## config.mk

```make
export PLATFORM = sky130hd
export DESIGN_NAME = sram_req_arbiter
export DESIGN_NICKNAME = d
export VERILOG_FILES = /design/src/rtl/sram_req_arbiter.sv
export SDC_FILE = /design/constraint.sdc
export NUM_CORES = 1
export LEC_CHECK = 0
export CAP_MARGIN = 5
export CORE_AREA = 2 2 123 125
export CTS_BUF_LIST = sky130_fd_sc_hd__clkbuf_8
export CTS_CLUSTER_DIAMETER = 60
export DETAILED_ROUTE_END_ITERATION = 8
export DIE_AREA = 0 0 125 127
export GPL_ROUTABILITY_DRIVEN = 0
export GPL_TIMING_DRIVEN = 0
export PLACE_DENSITY_LB_ADDON = 0.25
export SKIP_CTS_REPAIR_TIMING = 1
export SYNTH_ARGS = -nofsm -noshare
export SYNTH_HDL_FRONTEND = slang
export SYNTH_SLANG_ARGS = --single-unit
```

## constraint.sdc

```tcl
create_clock -name clk -period 4.8 [get_ports clk]
set_input_delay 0.96 -clock clk [delete_from_list [all_inputs] [get_ports clk]]
set_output_delay 0.96 -clock clk [all_outputs]
set_load 0.1 [all_outputs]
```

## src/rtl/sram_req_arbiter.sv

```systemverilog
// Two-master SRAM-like request arbiter (data over inst) with an in-order owner
// tag FIFO that steers slave responses back to the issuing master.
module sram_req_arbiter #(
  parameter int DEPTH = 4
) (
  input  logic        clk,
  input  logic        resetn,
  input  logic        inst_req,
  input  logic        inst_wr,
  input  logic [1:0]  inst_size,
  input  logic [3:0]  inst_wstrb,
  input  logic [31:0] inst_addr,
  input  logic [31:0] inst_wdata,
  output logic        inst_addr_ok,
  output logic        inst_data_ok,
  output logic [31:0] inst_rdata,
  input  logic        data_req,
  input  logic        data_wr,
  input  logic [1:0]  data_size,
  input  logic [3:0]  data_wstrb,
  input  logic [31:0] data_addr,
  input  logic [31:0] data_wdata,
  output logic        data_addr_ok,
  output logic        data_data_ok,
  output logic [31:0] data_rdata,
  output logic        s_req,
  output logic        s_wr,
  output logic [1:0]  s_size,
  output logic [3:0]  s_wstrb,
  output logic [31:0] s_addr,
  output logic [31:0] s_wdata,
  input  logic        s_addr_ok,
  input  logic        s_data_ok,
  input  logic [31:0] s_rdata,
  output logic        resp_err
);
  localparam int AW = (DEPTH > 1) ? $clog2(DEPTH) : 1;
  localparam int CW = $clog2(DEPTH + 1);

  typedef enum logic [1:0] {IDLE, HOLD_I, HOLD_D} state_t;

  typedef struct packed {
    logic        wr;
    logic [1:0]  size;
    logic [3:0]  wstrb;
    logic [31:0] addr;
    logic [31:0] wdata;
  } req_t;

  state_t           state;
  logic [DEPTH-1:0] tag_mem;
  logic [AW-1:0]    wptr, rptr;
  logic [CW-1:0]    count;

  logic full, empty, sel_data, sel_req, s_req_int, accept, pop, head;
  req_t ireq, dreq, sreq;

  assign full  = (count == CW'(DEPTH));
  assign empty = (count == '0);
  assign head  = tag_mem[rptr];

  // Once stalled the grant is pinned to its owner; only IDLE looks at priority.
  assign sel_data  = (state == HOLD_D) | ((state == IDLE) & data_req);
  assign sel_req   = sel_data ? data_req : inst_req;
  assign s_req_int = sel_req & ~full & resetn;
  assign accept    = s_req_int & s_addr_ok;
  assign pop       = s_data_ok & ~empty & resetn;

  assign ireq = '{wr: inst_wr, size: inst_size, wstrb: inst_wstrb, addr: inst_addr, wdata: inst_wdata};
  assign dreq = '{wr: data_wr, size: data_size, wstrb: data_wstrb, addr: data_addr, wdata: data_wdata};
  assign sreq = s_req_int ? (sel_data ? dreq : ireq) : '0;

  assign s_req   = s_req_int;
  assign s_wr    = sreq.wr;
  assign s_size  = sreq.size;
  assign s_wstrb = sreq.wstrb;
  assign s_addr  = sreq.addr;
  assign s_wdata = sreq.wdata;

  assign inst_addr_ok = accept & ~sel_data;
  assign data_addr_ok = accept &  sel_data;
  assign inst_data_ok = pop & ~head;
  assign data_data_ok = pop &  head;
  assign inst_rdata   = resetn ? s_rdata : '0;
  assign data_rdata   = resetn ? s_rdata : '0;

  always_ff @(posedge clk or negedge resetn) begin
    if (!resetn) begin
      state <= IDLE;
    end else begin
      case (state)
        IDLE:           if (s_req_int & ~s_addr_ok) state <= sel_data ? HOLD_D : HOLD_I;
        HOLD_I, HOLD_D: if (accept | ~sel_req) state <= IDLE;
        default:        state <= IDLE;
      endcase
    end
  end

  // A pop never frees room for a push in the same cycle: full is registered.
  always_ff @(posedge clk or negedge resetn) begin
    if (!resetn) begin
      tag_mem  <= '0;
      wptr     <= '0;
      rptr     <= '0;
      count    <= '0;
      resp_err <= 1'b0;
    end else begin
      if (accept) begin
        tag_mem[wptr] <= sel_data;
        wptr          <= wptr + AW'(1);
      end
      if (pop) rptr <= rptr + AW'(1);
      if (accept & ~pop)      count <= count + CW'(1);
      else if (pop & ~accept) count <= count - CW'(1);
      if (s_data_ok & empty) resp_err <= 1'b1;
    end
  end
endmodule
```

# [Yosys cells after proc, flatten, opt, wreduce, memory -nomap -nowiden]
# Index checks and enable logic that the tools add are counted.
[word_totals] word_cells=63 ff_bits=14 output_inout_bits=141
[op_classes] reduce_logical=6 n_lt_le_gt_ge=3 n_eq_ne=5 n_mux=15 n_addsub=4 bitwise=24
[ops] op="71-bit 2-to-1 mux" n=2
[ops] op="32-bit 2-to-1 mux" n=1
[ops] op="1-bit AND" n=14
[ops] op="1-bit inverter" n=8
[ops] op="2-bit by 3-bit less-than comparator with 1-bit output (second input constant)" n=2
[ops] op="2-bit 2-to-1 mux" n=3
[ops] op="3-bit 2-to-1 mux" n=2
[ops] op="2-bit by 1-bit adder with 2-bit output (second input constant)" n=2
[ops] op="4-bit bitwise mux" n=1
[ops] op="2-bit one-hot mux with 2 select lines" n=1
[ops] op="3-bit by 1-bit adder with 3-bit output (second input constant)" n=1
[ops] op="3-bit equality test (second input constant)" n=1
[ops] op="3-bit zero test" n=1
[ops] op="1-bit 2-to-1 mux" n=3
[ops] op="3-bit by 1-bit subtractor with 3-bit output (second input constant)" n=1
[ops] op="1-bit binary-select mux with 2-bit select" n=1
[ops] op="1-bit demux with 2-bit select" n=1
[ops] op="2-bit by 1-bit equality test with 1-bit output (second input constant)" n=1
[ops] op="2-bit equality test (second input constant)" n=1
[ops] op="2-bit by 1-bit greater-or-equal comparator with 1-bit output (second input constant)" n=1
[ops] op="2-bit zero test" n=1
[ops] op="2-bit by 1-bit != test with 1-bit output (second input constant)" n=1
[ops] op="2-bit != test (second input constant)" n=1
[ops] op="1-bit bitwise OR" n=2
[ops] op="other kinds (4)" n=4

# [Longest topological paths before layout]
# Gate-level depths: netlist (run 1).
[depth] ltp_word=11 mapped_depth=13 depth_no_buf=13

# [Least setup slack after synthesis (run 1)]
# OpenSTA, ideal clock, no wires.
[synth_path] kind="input port to output port" start="input port inst_req" end="output port data_addr_ok" arrival_time_ps=3207 path_stages=5 slack_ps=633 n_path_buf=0 required_ps=3840 path_cell_list="nor2b_2 o211ai_4 inv_2 nand2_2 nor2_1"
[synth_via] elab_chain_len=5
[synth_rtl] element="start, declared" line_no="8" rtl="input logic inst_req,"
[synth_rtl] element="1-bit 2-to-1 mux" line_no="64" rtl="assign sel_req = sel_data ? data_req : inst_req;"
[synth_rtl] element="1-bit AND (2 in series)" line_no="65" rtl="assign s_req_int = sel_req & ~full & resetn;"
[synth_rtl] element="named net s_req" line_no="26" rtl="output logic s_req,"
[synth_rtl] element="1-bit AND" line_no="66" rtl="assign accept = s_req_int & s_addr_ok;"
[synth_rtl] element="1-bit AND" line_no="81" rtl="assign data_addr_ok = accept & sel_data;"
[synth_rtl] element="end, declared" line_no="23" rtl="output logic data_addr_ok,"
# The timed path passes the listed nets, and every way through them passes these cells.

# [Worst setup path after layout (run 1)]
[layout_path] start="input port data_req" end="output port s_addr[28]"
[layout_via] elab_chain_len=6 elab_cells_between_ends=7 classes_between="mux (3); bitwise (4)"
[layout_rtl] element="start, declared" line_no="17" rtl="input logic data_req,"
[layout_rtl] element="1-bit AND" line_no="63" rtl="assign sel_data = (state == HOLD_D) | ((state == IDLE) & data_req);"
[layout_rtl] element="1-bit bitwise OR" line_no="63"
[layout_rtl] element="1-bit 2-to-1 mux" line_no="64"
[layout_rtl] element="1-bit AND (2 in series)" line_no="65"
[layout_rtl] element="71-bit 2-to-1 mux *" line_no="71" rtl="assign sreq = s_req_int ? (sel_data ? dreq : ireq) : '0;"
[layout_rtl] element="end, declared" line_no="30" rtl="output logic [31:0] s_addr,"
# Mark *: on every way between the ends. The rest lies on a longest branch, timed or not.

==> summary.txt, run 1 <==
Setup path
  • Worst path depth: 7
  • CP arrival: 3.35 ns
  • Reg2reg start: state[0]
  • WS Path Type: input pin to primary output
  • Worst Setup SP: data_req
  • Cell family with most CP delay: buffers and inverters
  • CP Capture Type: primary output
  • WP data required: 3.84 ns
  • CP Max Fanout: 10
  • Capturing point of the worst reg2reg path: count[1]
  • Crit path launch type: input pin
  • CP endpoint: s_addr[28]
  • CP Cell Sequence: clkdlybuf4s50_1 > a21oi_1 > buf_2 > buf_2 > nand2_1 > a21oi_1 > clkbuf_2
  • Minimum setup slack among reg-to-reg paths: 2.01 ns
  • Slowest cell on crit path: clkdlybuf4s50_1
  • Register-to-Register Path Depth: 11
  • Crit path buf inv count: 4
  • Slowest stage delay, CP: 0.51 ns

Power
  • Pwr Density: approximately 570 nW/µm²
  • Worst VDD drop: roughly 0.34 mV
  • P_leak: 0.00295 µW

Routing
  • DR iter-0 viols: 102
  • Final wirelength: 13,500 µm
  • Via count: 3,748
  • Post-DR vias/cell: 4.24
  • DRC viols: 0
  • Drt first pass iters: 4
  • Wire per inst: 15.2 µm
  • Antenna viol nets, final: 0

Logic synthesis
  • Mapped Nets: 565
  • Number of warning messages in the yosys log: 0
  • Synth Instances: 377
  • Syn Area/Cell: between 6 and 7 µm²
  • Synth unique cells: 37
  • Register area share after synthesis: 15.4%
  • Post-Synth Simple-Gate Area: between 30% and 40%
  • Post-synthesis mux area share: 1.98%
  • #FFs+latches synth: 14
  • Post-synthesis xor/xnor area fraction: approximately 2.3%
  • Combinational family with the most area after synthesis: simple AND/OR/NAND/NOR gates
  • Synthesized area: 2280 µm²
  • Synth Area in Adders: 4.72%
  • Synth Area in Compound Gates: a little under a quarter

Die
  • Rows: between 40 and 50
  • DIE HEIGHT: between 100 and 150 µm
  • Ports: 321
  • DIE AREA: around 16,000 µm²
  • Initial Util: around 16%
  • Core area: between 10,000 and 15,000 µm²
  • Die width: 125 µm

Clock network
  • CTS tree: done
  • TritonCTS Buffers: 3
  • CTS H-Tree Depth: 1
  • Clock sinks: 14
  • Clk_lat worst skew: approximately 0.24 ns
  • CTS Buffer Depth: 2
  • Root Driver: clkbuf_8
  • Clk slew on worst S/H paths: roughly 0.050 ns

Worst hold path
  • Hold Crit Start: resp_err
  • Worst min-delay path category: register to register

Placement
  • IO Port Bufs: 320
  • Dpl hpwl: 11,400 µm
  • Post-Place Setup Slack: -0.482 ns

Global route
  • Grt ovf: 0
  • Vias in the first global route: 3,772
  • Pin count of the biggest net entering global routing: 16
  • Initial antenna violation count: 0
  • GRT Total Usage: 14.9%
  • First-pass GRT wire length: 19,300 µm

Timing
  • Finish-stage setup viols: 0
  • Final Hold Fails: 0
  • Worst Max-Slew Pin Slew: 1.03 ns
  • Pins over their slew limit: 0
  • Fmax: 0.232 GHz
  • Hold_ws: 0.480 ns
  • Final WS setup: 0.489 ns
  • Min Clock Period, post-route: roughly 4.3 ns
  • TNS Setup: 0 ns
  • RSZ-0062 raised after global routing: no
  • Final period util: 89.8%
  • Relative slew slack: between 30% and 40%
  • Setup Skew: roughly 0.00065 ns

Run status
  • Status: completed

Final layout
  • N_diodes: 0
  • Layout cells sized above 1: 21.7%
  • Syn-to-layout area delta: 135%
  • Final #Nets: 890

Run
  • Max-cap viol count: 0
-- sequential cells by signal, indices dropped and copies added (netlist names) --
| name | cells |
|---|---|
| count | 3 |
| resp_err | 1 |
| rptr | 2 |
| state | 2 |
| tag_mem | 4 |
| wptr | 2 |
-- per-stage QoR --
stage          instances  total power (µW)  area (µm²)  utilization (%)
6_report             884              3030        5360             37.1
5_1_grt              884              3200        5360             37.1
4_1_cts              884              3230        5750             39.9
3_5_place_dp         881              3130        5710             39.6
3_3_place_gp         881              3090        5710             39.6
2_1_floorplan        377              2360        2280                -
-- cell families after synthesis --
kind of cell / count (synthesis)
simple gates: 188
compound gates: 89
buf+inv: 69
flops: 14
fa+ha+maj: 8
xor+xnor: 6
mux: 3
-- cell usage in the layout (no fill, tap or decap), types with 4 or more instances in the layout --
cell,count
a21oi_1,72
clkdlybuf4s50_1,181
dfrtp_1,14
dlymetal6s2s_1,40
nand2_1,142
buf_4,32
ha_1,7
and2_1,32
clkbuf_2,99
xnor2_1,4
buf_2,7
nor2_1,5
inv_1,8
a41oi_1,4
clkbuf_1,21
a31oi_1,4
-- where the power goes --
group,switching (µW),internal [µW],total (µW)
registers,45.0,175,220
logic,2140,578,2720
clock network,36.6,55.3,91.9
-- final cells by class --
type                       instances  area (µm²)
clock buffer                       3        41.3
timing repair buffer             320        2810
tap                              184         230
inverter                           9        33.8
multi-input combinational        294        1540
fill                            1539        9070
buffer                            60         354
sequential                        14         350
-- cell usage after synthesis (all sizes together) --
cell | instances | area share [%]
mux4 | 1 | 0.99
o211ai | 1 | 0.93
inv | 9 | 1.5
a41oi | 4 | 1.5
xor2 | 2 | 0.77
buf | 39 | 12
or3b | 2 | 0.88
and2 | 32 | 8.8
o2111ai | 1 | 0.66
a211o | 1 | 0.44
dfrtp | 14 | 15
nor2 | 5 | 0.82
o32ai | 1 | 0.38
clkbuf | 21 | 3.5
o21a | 1 | 0.38
a21o | 1 | 0.38
fa | 1 | 0.88
a21oi | 72 | 16
a31oi | 4 | 1.1
nor2b | 2 | 0.66
mux2 | 2 | 0.99
o21bai | 1 | 0.33
a32oi | 1 | 0.38
nand4 | 1 | 0.27
nand2 | 143 | 24
nand3 | 1 | 0.22
xnor2 | 4 | 1.5
o22ai | 1 | 0.27
ha | 7 | 3.8
or3 | 1 | 0.27
nand4b | 1 | 0.38
-- how the worst min path moves through the flow --
stage | endpoint | slack, ns | cells past startpoint
CTS | resp_err | 0.48 | 1
floorplan | count[2] | 0.45 | 1
detailed placement | resp_err | 0.47 | 1
global placement | resp_err | 0.46 | 1
global route | resp_err | 0.51 | 1
finish | resp_err | 0.48 | 1
-- per-layer routing --
layer / vias to the layer above / wire length, µm / part of all wire (%) / track usage (%)
met5: - / 0 / 0 / 0
met4: 0 / 216 / 1.6 / 3.20
met3: 14 / 979 / 7.3 / 3.14
met2: 206 / 7230 / 54 / 30.7
met1: 1688 / 5050 / 37 / 15.4
li1: 1840 / - / - / -
(Power assumes the default switching activity.)
==> run 2, diff against run 1 <==
--- a/config.mk
+++ b/config.mk
@@ -13,7 +13,7 @@
 export DIE_AREA = 0 0 125 127
 export GPL_ROUTABILITY_DRIVEN = 0
 export GPL_TIMING_DRIVEN = 0
-export PLACE_DENSITY_LB_ADDON = 0.25
+export PLACE_DENSITY = 0.66
 export SKIP_CTS_REPAIR_TIMING = 1
 export SYNTH_ARGS = -nofsm -noshare
 export SYNTH_HDL_FRONTEND = slang
==> run 2 against run 1 <==
Compared with the run above:
- routed wire length down 4.6%
- worst setup slack worse by 0.30 ns
- die area unchanged
- sequential power about the same
- clock power up 24%
- sequential share of layout area down 0.21 points
- utilization up 1.2 points
- clock skew up 0.0051 ns
- total power up 0.91%
- design area up 3.2%
- non-clock buffer count unchanged
- hold slack about the same
- critical endpoint is now inst_rdata[27]
==> summary.txt, run 2 (synthesized netlist as in run 1, its figures left out) <==
Final layout
  • Reg with most FFs: tag_mem
  • Commonest non-fill, non-tap cell in the layout: clkdlybuf4s50_1
  • Final core occ: 38.4%
  • Top flop regs: tag_mem: 4 flops, count: 3 flops
  • Largest register FFs: 4
  • N_diodes: 0
  • Register area: around 350 µm²
  • Layout filler cell count: 1,571
  • Most frequent cells in the layout: 183 x clkdlybuf4s50_1, 142 x nand2_1, 77 x clkbuf_2, 72 x a21oi_1, 60 x dlymetal6s2s_1
  • Non-Filler Instances: a little under 900
  • Area occupied by multi-input gates: between 1500 and 2000 µm²
  • Syn-to-layout area delta: 143%
  • Layout cells sized above 1: 18.7%
  • Final #Nets: between 800 and 900

Clock network
  • Clk slew on worst S/H paths: around 0.050 ns
  • CTS H-Tree Depth: 1
  • TritonCTS Buffers: 3
  • Root Driver: clkbuf_8
  • CTS Buffer Depth: 2
  • CTS tree: done
  • Clk_lat worst skew: 0.25 ns
  • Clock sinks: 14

Setup path
  • Register-to-Register Path Depth: 11
  • Worst Setup SP: resetn
  • Crit path launch type: input pin
  • Minimum setup slack among reg-to-reg paths: 1.99 ns
  • WP data required: 3.84 ns
  • WS Path Type: input pin to primary output
  • CP arrival: between 3 and 4 ns
  • CP endpoint: inst_rdata[27]
  • CP Capture Type: primary output
  • Reg2reg start: state[0]
  • CP Max Fanout: 15
  • Capturing point of the worst reg2reg path: count[1]

Placement
  • Dpl hpwl: 10,700 µm
  • IO Port Bufs: 320
  • Post-Place Cells: 881
  • Post-Place Setup Slack: -0.514 ns

Routing
  • DR iter-0 viols: 131
  • Final wirelength: 12,900 µm
  • Post-DR vias/cell: around 4.2
  • Wire per inst: 14.5 µm
  • Via count: about 3.7k
  • Antenna viol nets, final: 0
  • Drt first pass iters: 4
  • DRC viols: 0

Global route
  • Grt ovf: 0
  • Pin count of the biggest net entering global routing: 16
  • GRT Total Usage: roughly 15%
  • Initial antenna violation count: 0
  • First-pass GRT wire length: 19,500 µm
  • Vias in the first global route: roughly 3.7k

Timing
  • Worst Max-Slew Pin Slew: around 1.0 ns
  • TNS Setup: 0 ns
  • Finish-stage setup viols: 0
  • Relative slew slack: about a third
  • Final period util: 96.1%
  • RSZ-0062 raised after global routing: no
  • Setup Skew: 0.00575 ns
  • Final Hold Fails: 0
  • Fmax: 0.217 GHz
  • Final WS setup: 0.188 ns
  • Min Clock Period, post-route: 4.61 ns
  • Pins over their slew limit: 0

Power
  • Design Power: 3060 µW
  • P_leak: 0.00323 µW
  • Pwr Density: 553 nW/µm²
  • Worst VDD drop: 0.295 mV

Die
  • Ports: 321
  • Core area: 14,400 µm²
  • DIE HEIGHT: 127 µm
  • DIE AREA: 15,900 µm²
  • Die width: roughly 130 µm
  • Initial Util: 15.8%
  • Rows: 44

Run status
  • Status: completed

Worst hold path
  • Worst min-delay path category: register to register

Run
  • Max-cap viol count: 0
run 2: cell types whose count changed in the layout (fill, tap and decap cells not counted):
cell / change
clkbuf_8: +1
dlymetal6s2s_1: +20
clkbuf_2: -22
clkdlybuf4s50_1: +2
run 2: layout make-up:
type / instances / share of cell area, %
buffer: 60 / 6.40
multi-input combinational: 294 / 27.8
clock buffer: 4 / 0.995
inverter: 9 / 0.611
tap: 184 / 4.16
sequential: 14 / 6.33
timing repair buffer: 320 / 53.7
run 2: how the worst min path moves through the flow:
stage	start	end	slack, ns	cells after the start
floorplan	count[2]	count[2]	0.45	1
global placement	resp_err	resp_err	0.46	1
detailed placement	resp_err	resp_err	0.46	1
CTS	resp_err	resp_err	0.48	1
global route	resp_err	resp_err	0.50	1
finish	count[2]	count[2]	0.48	1
run 2: critical path, cell delays in order:
cell             delay [ns]
clkdlybuf4s50_1        0.89
buf_2                  0.37
and2_1                 0.19
buf_4                  0.11
clkdlybuf4s50_1        1.13
run 2: report_power, final:
group	leakage, µW	total, µW	switching [µW]	internal, µW
combinational	0.00303	2720	2140	585
clock	0.0000288	114	41.6	72.6
sequential	0.000164	220	46.0	174
run 2: per-stage QoR:
| step | cell area (µm²) | hold slack [ns] |
|---|---|---|
| 6_report | 5530 | 0.479 |
| 5_1_grt | 5530 | 0.495 |
| 4_1_cts | 5770 | 0.479 |
| 3_5_place_dp | 5710 | 0.463 |
| 3_3_place_gp | 5710 | 0.464 |
| 2_1_floorplan | 2280 | 0.447 |
run 2: per-layer routing:
metal	part of all wire, %	GRT usage (%)	vias to the layer above
li1	-	-	1859
met1	41	18.1	1624
met2	51	27.9	192
met3	7.5	3.18	10
met4	1.0	2.16	0
met5	0	0	-
==> run 3, diff against run 2 <==
--- a/config.mk
+++ b/config.mk
@@ -6,15 +6,17 @@
 export NUM_CORES = 1
 export LEC_CHECK = 0
 export CAP_MARGIN = 5
-export CORE_AREA = 2 2 123 125
+export CORE_AREA = 2 2 125 127
 export CTS_BUF_LIST = sky130_fd_sc_hd__clkbuf_8
 export CTS_CLUSTER_DIAMETER = 60
 export DETAILED_ROUTE_END_ITERATION = 8
-export DIE_AREA = 0 0 125 127
+export DIE_AREA = 0 0 127 129
+export DONT_BUFFER_PORTS = 1
 export GPL_ROUTABILITY_DRIVEN = 0
 export GPL_TIMING_DRIVEN = 0
-export PLACE_DENSITY = 0.66
+export PLACE_DENSITY = 0.37
 export SKIP_CTS_REPAIR_TIMING = 1
 export SYNTH_ARGS = -nofsm -noshare
 export SYNTH_HDL_FRONTEND = slang
 export SYNTH_SLANG_ARGS = --single-unit
+export TNS_END_PERCENT = 10
==> run 3 against run 2 <==
Compared with the run above:
- sequential cell count stayed put
- global-route usage is 3.8 points lower
- sequential power is 5% higher
- critical path depth stayed put
- register-to-register slack worse by 0.29 ns
- clock power hardly changed
- critical path type unchanged
- clock skew hardly changed
- critical endpoint is now s_addr[27]
- sequential share of layout area is 6.0 points higher
- design area is 49% lower
- fmax is 14% higher
==> summary.txt, run 3 (synthesized netlist as in run 1, its figures left out) <==
Timing
  • Fmax: approximately 0.25 GHz
  • Final WS setup: 0.759 ns
  • Finish-stage setup viols: 0
  • RSZ-0062 raised after global routing: no
  • Final period util: 84.2%
  • Relative slew slack: between 10 and 15%
  • Setup Skew: 0.00569 ns
  • TNS Setup: 0 ns
  • Hold_ws: 0.402 ns
  • Final Hold Fails: 0
  • Pins over their slew limit: 0
  • Min Clock Period, post-route: around 4.0 ns
  • Worst Max-Slew Pin Slew: 1.28 ns

Worst hold path
  • Worst min-delay path category: input pin to asynchronous set/reset pin

Routing
  • Final wirelength: 10,800 µm
  • Wire per inst: 18.9 µm
  • Post-DR vias/cell: 4.67
  • DRC viols: 0
  • DR iter-0 viols: 126
  • Via count: 2,658
  • Drt first pass iters: 4
  • Antenna viol nets, final: 0

Run
  • Max-cap viol count: 0

Setup path
  • CP Capture Type: primary output
  • Crit path launch type: input pin
  • Reg2reg start: state[0]
  • Worst Setup SP: data_req
  • CP arrival: ~3.1 ns
  • CP Max Fanout: 10
  • WP data required: 3.84 ns
  • WS Path Type: input pin to primary output

Final layout
  • Largest register FFs: 4
  • Top flop regs: tag_mem: 4 flops, count: 3 flops
  • Layout filler cell count: roughly 1.7k
  • Commonest non-fill, non-tap cell in the layout: nand2_1
  • Layout cells sized above 1: 33.9%
  • N_diodes: 0
  • Most frequent cells in the layout: 142 x nand2_1, 71 x a21oi_2, 32 x and2_1, 32 x buf_4, 21 x clkbuf_1
  • Final #Nets: 570
  • Post-route cell area: 2850 µm²
  • Syn-to-layout area delta: 24.9%
  • Reg with most FFs: tag_mem
  • Final core occ: 19.0%

Global route
  • Vias in the first global route: approximately 2.4k
  • First-pass GRT wire length: about 14,000 µm
  • Pin count of the biggest net entering global routing: 16
  • Grt ovf: 0
  • GRT Total Usage: around 11%
  • Initial antenna violation count: 0

Clock network
  • Clk slew on worst S/H paths: around 0.060 ns
  • CTS tree: done
  • CTS H-Tree Depth: 1
  • Root Driver: clkbuf_8
  • TritonCTS Buffers: 3
  • CTS Buffer Depth: 2
  • Clock sinks: 14
  • Clk_lat worst skew: 0.25 ns

Die
  • DIE HEIGHT: 129 µm
  • DIE AREA: about 16,000 µm²
  • Die width: 127 µm
  • Core area: about 15,000 µm²
  • Initial Util: between 10% and 20%
  • Rows: 45
  • Ports: between 300 and 400

Run status
  • Status: completed

Placement
  • IO Port Bufs: 0
  • Post-Place Setup Slack: approximately 0.63 ns
  • Cell Area, Placed: 2790 µm²
  • Dpl hpwl: 9390 µm

Power
  • Pwr Density: 1000 nW/µm²
  • Worst VDD drop: 0.387 mV
  • P_leak: between 0.001 and 0.0015 µW
-- run 3: cell types whose count changed in the layout (fill, tap and decap cells not counted), sizes merged --
cell | previous run | this run
clkbuf | 102 | 25
clkdlybuf4s50 | 183 | 0
dlymetal6s2s | 60 | 0
-- run 3: layout make-up --
cell class | count | area, µm² | share of cell area [%]
multi-input combinational | 294 | 1820 | 63.9
buffer | 60 | 354 | 12.4
sequential | 14 | 350 | 12.3
tap | 188 | 235 | 8.27
clock buffer | 4 | 55.1 | 1.93
inverter | 9 | 33.8 | 1.19
-- run 3: worst max-delay path, stage by stage --
cell and delay (ns):
a21oi_1 0.37, buf_2 0.36, buf_2 0.30, nand2_1 0.10
a21oi_2 0.97
-- run 3: metal layers --
metal  vias up  track usage [%]  share of wire, %
met4         0             3.43               2.4
met5         -                0                 0
met1      1240             13.6                38
met3        14             1.12               8.0
met2       196             20.8                52
li1       1208                -                 -
-- run 3: worst paths after layout --
path | endpoint | depth (start not counted) | slack, ns
hold / removal | wptr[0] | 0 | 0.40
setup reg to reg | count[1] | 11 | 1.70
setup / recovery | s_addr[27] | 5 | 0.76
max in group asynchronous | count[0] | 0 | 4.32
hold reg to reg | count[2] | 1 | 0.47
min in group clk | count[2] | 1 | 0.47
-- run 3: stage by stage --
step	total power, µW	cells
5_1_grt	2990	569
3_5_place_dp	2750	565
4_1_cts	2870	569
2_1_floorplan	2360	377
3_3_place_gp	2590	565
6_report	2850	569
-- run 3: power breakdown --
part	switching [µW]	leakage [µW]	internal (µW)
clock	42.2	0.0000288	72.6
combinational	2150	0.000905	348
sequential	56.7	0.000164	174
